`src/rtl/ffe_pkg.sv`:
```
// Shared definitions for the serial FFE MAC sequencer.
// Holds the sequencer state encoding, default bus geometry and the
// coefficient fixed-point format used by the paired datapath.
package ffe_pkg;

    localparam int FFE_IOBW_DEF   = 12;
    localparam int FFE_DEPTH_DEF  = 4;
    // Coefficients are Q-format with this many fractional bits (1024 = 0.5)
    localparam int COEF_FRAC_BITS = 11;

    localparam logic [1:0] ST_IDLE  = 2'd0;
    localparam logic [1:0] ST_MAC   = 2'd1;
    localparam logic [1:0] ST_DRAIN = 2'd2;

    typedef enum logic [1:0] {
        IDLE  = ST_IDLE,
        MAC   = ST_MAC,
        DRAIN = ST_DRAIN
    } seq_state_e;

endpackage

```
`src/rtl/ffe_sample_delay_line.sv`:
```
// DEPTH-entry sample history x[n]..x[n-DEPTH+1].
// The read port looks through a same-cycle shift so the sequencer can
// register hist[k] of the history as it will be after this edge.
module ffe_sample_delay_line
    import ffe_pkg::*;
#(
    parameter int W     = FFE_IOBW_DEF,
    parameter int DEPTH = FFE_DEPTH_DEF,
    parameter int AW    = $clog2(DEPTH)
) (
    input  logic                ffe_clk,
    input  logic                rst,
    input  logic                shift,
    input  logic                clr,
    input  logic signed [W-1:0] shift_data,
    input  logic [AW-1:0]       rd_idx,
    output logic signed [W-1:0] rd_val
);

    logic [DEPTH-1:0][W-1:0] hist;

    // Shift in a new sample on accept; synchronous clear otherwise
    always_ff @(posedge ffe_clk or negedge rst) begin
        if (!rst) begin
            hist <= '0;
        end else if (shift) begin
            hist[0] <= shift_data;
            for (int i = 1; i < DEPTH; i++) hist[i] <= hist[i-1];
        end else if (clr) begin
            hist <= '0;
        end
    end

    // Read the post-shift view: index 0 is the incoming sample while shifting
    always_comb begin
        rd_val = hist[rd_idx];
        if (shift) begin
            rd_val = (rd_idx == '0) ? shift_data : hist[rd_idx - 1'b1];
        end
    end

endmodule

```
`src/rtl/ffe_mac_sequencer.sv`:
```
// Tap sequencer for the serial FFE multiply-accumulate datapath.
// Accepts one sample per sequence, walks the taps one per cycle and
// fires the store/clear strobe with out_valid on the last product.
// Optional build macro FFE_SEQ_PIPELINED_DP_EN adds a DRAIN cycle after
// the last tap for datapaths with a registered multiplier output.
module ffe_mac_sequencer
    import ffe_pkg::*;
#(
    parameter int IN_OUT_BUS_WIDTH = FFE_IOBW_DEF,
    parameter int DEPTH            = FFE_DEPTH_DEF,
    parameter int ADDR_SIZE        = $clog2(DEPTH)
) (
    input  logic                               ffe_clk,
    input  logic                               rst,
    input  logic                               in_valid,
    input  logic signed [IN_OUT_BUS_WIDTH-1:0] in_data,
    output logic                               in_ready,
    input  logic                               hist_clr,
    output logic [ADDR_SIZE-1:0]               rd_addr,
    output logic signed [IN_OUT_BUS_WIDTH-1:0] rd_data,
    output logic                               str_out_n_rst_add_reg,
    output logic                               out_valid,
    output logic                               busy
);

    localparam logic [ADDR_SIZE-1:0] LAST_TAP = ADDR_SIZE'(DEPTH - 1);

    seq_state_e                         state, state_nxt;
    logic [ADDR_SIZE-1:0]               k_nxt;
    logic                               strobe_nxt;
    logic                               clr_pend;
    logic                               accept;
    logic                               do_clr;
    logic signed [IN_OUT_BUS_WIDTH-1:0] tap_val;

    // A pending clear blocks new samples so it lands on the next idle cycle
    assign in_ready = ((state == IDLE) || str_out_n_rst_add_reg) && !clr_pend;
    assign accept   = in_valid && in_ready;
    assign do_clr   = (state == IDLE) && clr_pend && !accept;

    ffe_sample_delay_line #(
        .W     (IN_OUT_BUS_WIDTH),
        .DEPTH (DEPTH),
        .AW    (ADDR_SIZE)
    ) u_hist (
        .ffe_clk    (ffe_clk),
        .rst        (rst),
        .shift      (accept),
        .clr        (do_clr),
        .shift_data (in_data),
        .rd_idx     (k_nxt),
        .rd_val     (tap_val)
    );

    // Next state and tap index; rd_addr doubles as the tap counter k
    always_comb begin
        state_nxt  = state;
        k_nxt      = '0;
        strobe_nxt = 1'b0;
        case (state)
            IDLE: begin
                if (accept) state_nxt = MAC;
            end
            MAC: begin
                if (rd_addr == LAST_TAP) begin
`ifdef FFE_SEQ_PIPELINED_DP_EN
                    state_nxt = DRAIN;
`else
                    state_nxt = accept ? MAC : IDLE;
`endif
                end else begin
                    k_nxt = rd_addr + 1'b1;
                end
            end
            DRAIN: begin
                state_nxt = accept ? MAC : IDLE;
            end
            default: state_nxt = IDLE;
        endcase
`ifdef FFE_SEQ_PIPELINED_DP_EN
        strobe_nxt = (state_nxt == DRAIN);
`else
        strobe_nxt = (state_nxt == MAC) && (k_nxt == LAST_TAP);
`endif
    end

    // FSM state and registered outputs; rd_data is zero whenever no tap issues
    always_ff @(posedge ffe_clk or negedge rst) begin
        if (!rst) begin
            state                 <= IDLE;
            rd_addr               <= '0;
            rd_data               <= '0;
            str_out_n_rst_add_reg <= 1'b0;
            out_valid             <= 1'b0;
            busy                  <= 1'b0;
            clr_pend              <= 1'b0;
        end else begin
            state                 <= state_nxt;
            rd_addr               <= k_nxt;
            rd_data               <= (state_nxt == MAC) ? tap_val : '0;
            str_out_n_rst_add_reg <= strobe_nxt;
            out_valid             <= strobe_nxt;
            busy                  <= (state_nxt != IDLE);
            clr_pend              <= hist_clr || (clr_pend && !do_clr);
        end
    end

endmodule

```
`config.mk`:
```
export PLATFORM = sky130hd
export DESIGN_NAME = ffe_mac_sequencer
export DESIGN_NICKNAME = d
export VERILOG_FILES = /design/src/rtl/ffe_pkg.sv /design/src/rtl/ffe_sample_delay_line.sv /design/src/rtl/ffe_mac_sequencer.sv
export SDC_FILE = /design/constraint.sdc
export NUM_CORES = 1
export LEC_CHECK = 0
export ABC_AREA = 1
export CAP_MARGIN = 5
export CORE_MARGIN = 2
export CORE_UTILIZATION = 46
export CTS_CLUSTER_DIAMETER = 60
export DETAILED_ROUTE_END_ITERATION = 7
export PLACE_DENSITY_LB_ADDON = 0.3
export SETUP_SLACK_MARGIN = 0.15
export SLEW_MARGIN = 0
export SYNTH_ARGS = -nofsm -noshare
export SYNTH_HDL_FRONTEND = slang
export SYNTH_SLANG_ARGS = --single-unit
```
`constraint.sdc`:
```
create_clock -name ffe_clk -period 3.89 [get_ports ffe_clk]
set_input_delay 0.778 -clock ffe_clk [delete_from_list [all_inputs] [get_ports ffe_clk]]
set_output_delay 0.778 -clock ffe_clk [all_outputs]
set_load 0.01 [all_outputs]
```
==> flow_metrics.env <==
export IMPL_grt_overflow=0
export IMPL_clk_pin_slew_ns=0.07
export IMPL_leakage_uw=0.00198
export IMPL_yosys_area_top_type="dfrtp_1"
export IMPL_die_width_um=93.6
export IMPL_rows=32
export IMPL_final_util_pct=53.3
export IMPL_dieArea_mm2=0.00876
export IMPL_synth_seq_cells=67
export IMPL_seq_area_mm2=0.00168
export IMPL_die_y_um=93.6
export IMPL_report_final_slew_viol_count=0
export IMPL_cp_start_kind="flip-flop"
export IMPL_max_vdd_ir_drop_v=0.000231
export IMPL_fin_area_mm2=0.00414
export IMPL_status="finished clean"
export IMPL_drt_met1_wl_mm=4.03
export IMPL_n_fill_cell=750
export IMPL_cts_resized=0
export IMPL_tns_ns=0
export IMPL_ys_warn_count=0
export IMPL_synthTopCellsByArea="dfrtp_1 45%, nand3_1 17%, nand2_1 7.4%"
export IMPL_layout_setup_ws_ns=1.19
export IMPL_place_gp_congestion=0.789
export IMPL_placed_area_mm2=0.00396
export IMPL_netlist_area_mm2=0.00369
export IMPL_cp_max_fo=49
export IMPL_fin_crit_ns=2.70
export IMPL_cp_required_ns=4.10
export IMPL_post_synth_cell_area_avg_um2=7.96
export IMPL_synth_flop_cell="dfrtp_1"
export IMPL_endpoint_kind="flip-flop"
export IMPL_worstPathArrival_ns=2.92
export IMPL_yosysSeqAreaShare_pct=45.4
export IMPL_root_buffer="clkbuf_8"
export IMPL_antenna_cells=0
export IMPL_ioPinCount=34
export IMPL_nets=499
export IMPL_grt_pass1_vias=3174
export IMPL_finalCritPeriodShare_pct=69.5
export IMPL_synth_top_area_share_pct=45.4
export IMPL_grt_setup_unrepaired="false"
export IMPL_track_usage_pct=22.0
export IMPL_worst_pin_slew_ns=0.919
export IMPL_post_cts_buffers=0
export IMPL_synthToLayoutAreaGrowth_pct=12.0
export IMPL_holdCritPathClass="reg2reg"
export IMPL_yosysUniqueCellTypes=31
export IMPL_power_uw=2070
export IMPL_multi_input_comb_area_mm2=0.00152
export IMPL_place_hpwl_mm=5.21
export IMPL_maxSlewHeadroom_pct=38.5
export IMPL_synth_edff_count=0
export IMPL_firstDrtPassIters=5
export IMPL_wl_per_cell_um=15.4
export IMPL_cts_buffer_depth=2
export IMPL_insertion_delay_ns=0.33
export IMPL_clock_skew_ns=0.0103
export IMPL_synthArstFlopShare_pct=100
export IMPL_wl_met2_mm=4.15
export IMPL_cts_sinks=67
export IMPL_setup_violations=0
export IMPL_num_vias=3251
export IMPL_crit_type="reg2reg"
export IMPL_cts_buffers=9
export IMPL_via_per_inst=5.55
export IMPL_drt_iter0_drc=307
export IMPL_power_density_mw_per_mm2=501
export IMPL_io_buffers=33
export IMPL_antenna_found_initial=0
export IMPL_routed_top_layer="met4"
export IMPL_synth_fp_nets=483
export IMPL_pre_cts_slack_ns=0.945
export IMPL_grt_max_degree=68
export IMPL_start_util_pct=47.6
export IMPL_maxCapViolCount=0
export IMPL_h_tree_depth=3
export IMPL_core_mm2=0.00777
export IMPL_wl_met3_um=708
export IMPL_cts_tree="built"
export IMPL_finalHoldViolCount=0
export IMPL_postRouteAntennaNets=0
export IMPL_max_freq_mhz=370
export IMPL_wirelength_mm=9.05
export IMPL_grt_pass1_wl_mm=15.2
export IMPL_drc=0
export IMPL_postCtsHoldBufs=0
export IMPL_syn_inst=464
export IMPL_drive_above_1_share_pct=7.23
-- cell usage after synthesis (2+ instances only) --
library cell  count
dfrtp_1          67
clkinv_1          2
ha_1              3
buf_6            10
inv_1            62
nor2_1           15
buf_2            14
nand3_1         129
nand2_1          73
nand2_4           2
a21oi_1          12
o21ai_0          11
inv_2             2
buf_1             3
clkbuf_1          4
buf_4             4
o22ai_1          37
-- registers in the layout, indices dropped and copies added, names as in the netlist --
signal	count
u_hist.hist	48
state	2
rd_addr	2
clr_pend	1
rd_data	12
out_valid	1
busy	1
-- logic make-up after synthesis --
group | after synthesis | share of synthesized area (%)
flops | 67 | 45.4
other cells | 1 | 0.101
compound gates | 65 | 10.9
simple gates | 226 | 29.1
buf+inv | 102 | 13.6
fa+ha+maj | 3 | 1.02
-- final cells by class --
cell class / instances / share of cell area, %
Tap cell: 102 / 3.08
Sequential cell: 67 / 40.5
Multi-Input combinational cell: 295 / 36.8
Clock buffer: 13 / 4.08
Clock inverter: 2 / 0.242
Inverter: 66 / 5.99
Timing Repair Buffer: 41 / 9.31
-- report_power, final --
group	internal, uW	switching, uW	leakage (uW)
combinational	247	489	0.000965
sequential	766	43.4	0.000921
clock	279	250	0.0000953
total	1290	782	0.00198
-- worst max-delay path, stage by stage, from the launching register on --
cell and delay [ns]:
dfrtp_1 0.48, inv_2 0.11, nor2_8 0.10, buf_4 0.47, nand2_4 0.07, ha_1 0.30, buf_4 0.20, inv_1 0.42
nand3_1 0.16, nand3_1 0.10, nand2_1 0.06, inv_1 0.05, nor2_1 0.05
-- metrics by stage --
stage	cells	hold slack [ns]
2_1_floorplan	464	0.482
3_3_place_gp	571	0.520
3_5_place_dp	571	0.531
4_1_cts	586	0.547
5_1_grt	586	0.582
6_report	586	0.546
-- path summary, 6_finish.rpt --
path | start | to | slack [ns] | cells past startpoint
min in group asynchronous | rst | u_hist.hist[10] | 0.64 | 2
worst max register to register | state[0] | rd_data[3] | 1.19 | 12
worst max-delay path | state[0] | rd_data[3] | 1.19 | 12
worst min-delay path | u_hist.hist[46] | u_hist.hist[46] | 0.55 | 2
max in group asynchronous | rst | rd_addr[1] | 2.71 | 2
worst min register to register | u_hist.hist[46] | u_hist.hist[46] | 0.55 | 2
-- cells in the final DEF (no fill, tap or decap), drive strengths merged, types with 9 or more instances in the layout --
master	netlist	routed
nand2	76	76
nand3	131	131
o22ai	37	37
clkdlybuf4s50	0	32
nor2	17	17
o21ai	11	11
inv	64	64
clkbuf	4	13
dfrtp	67	67
buf	32	9
a21oi	12	12
-- metal layers --
layer	vias to the layer above	GRT usage, %
met2	151	33.9
met1	1510	30.3
met5	-	0
li1	1571	-
met4	0	9.42
met3	19	4.19
Power figures use the tool's default switching activity.
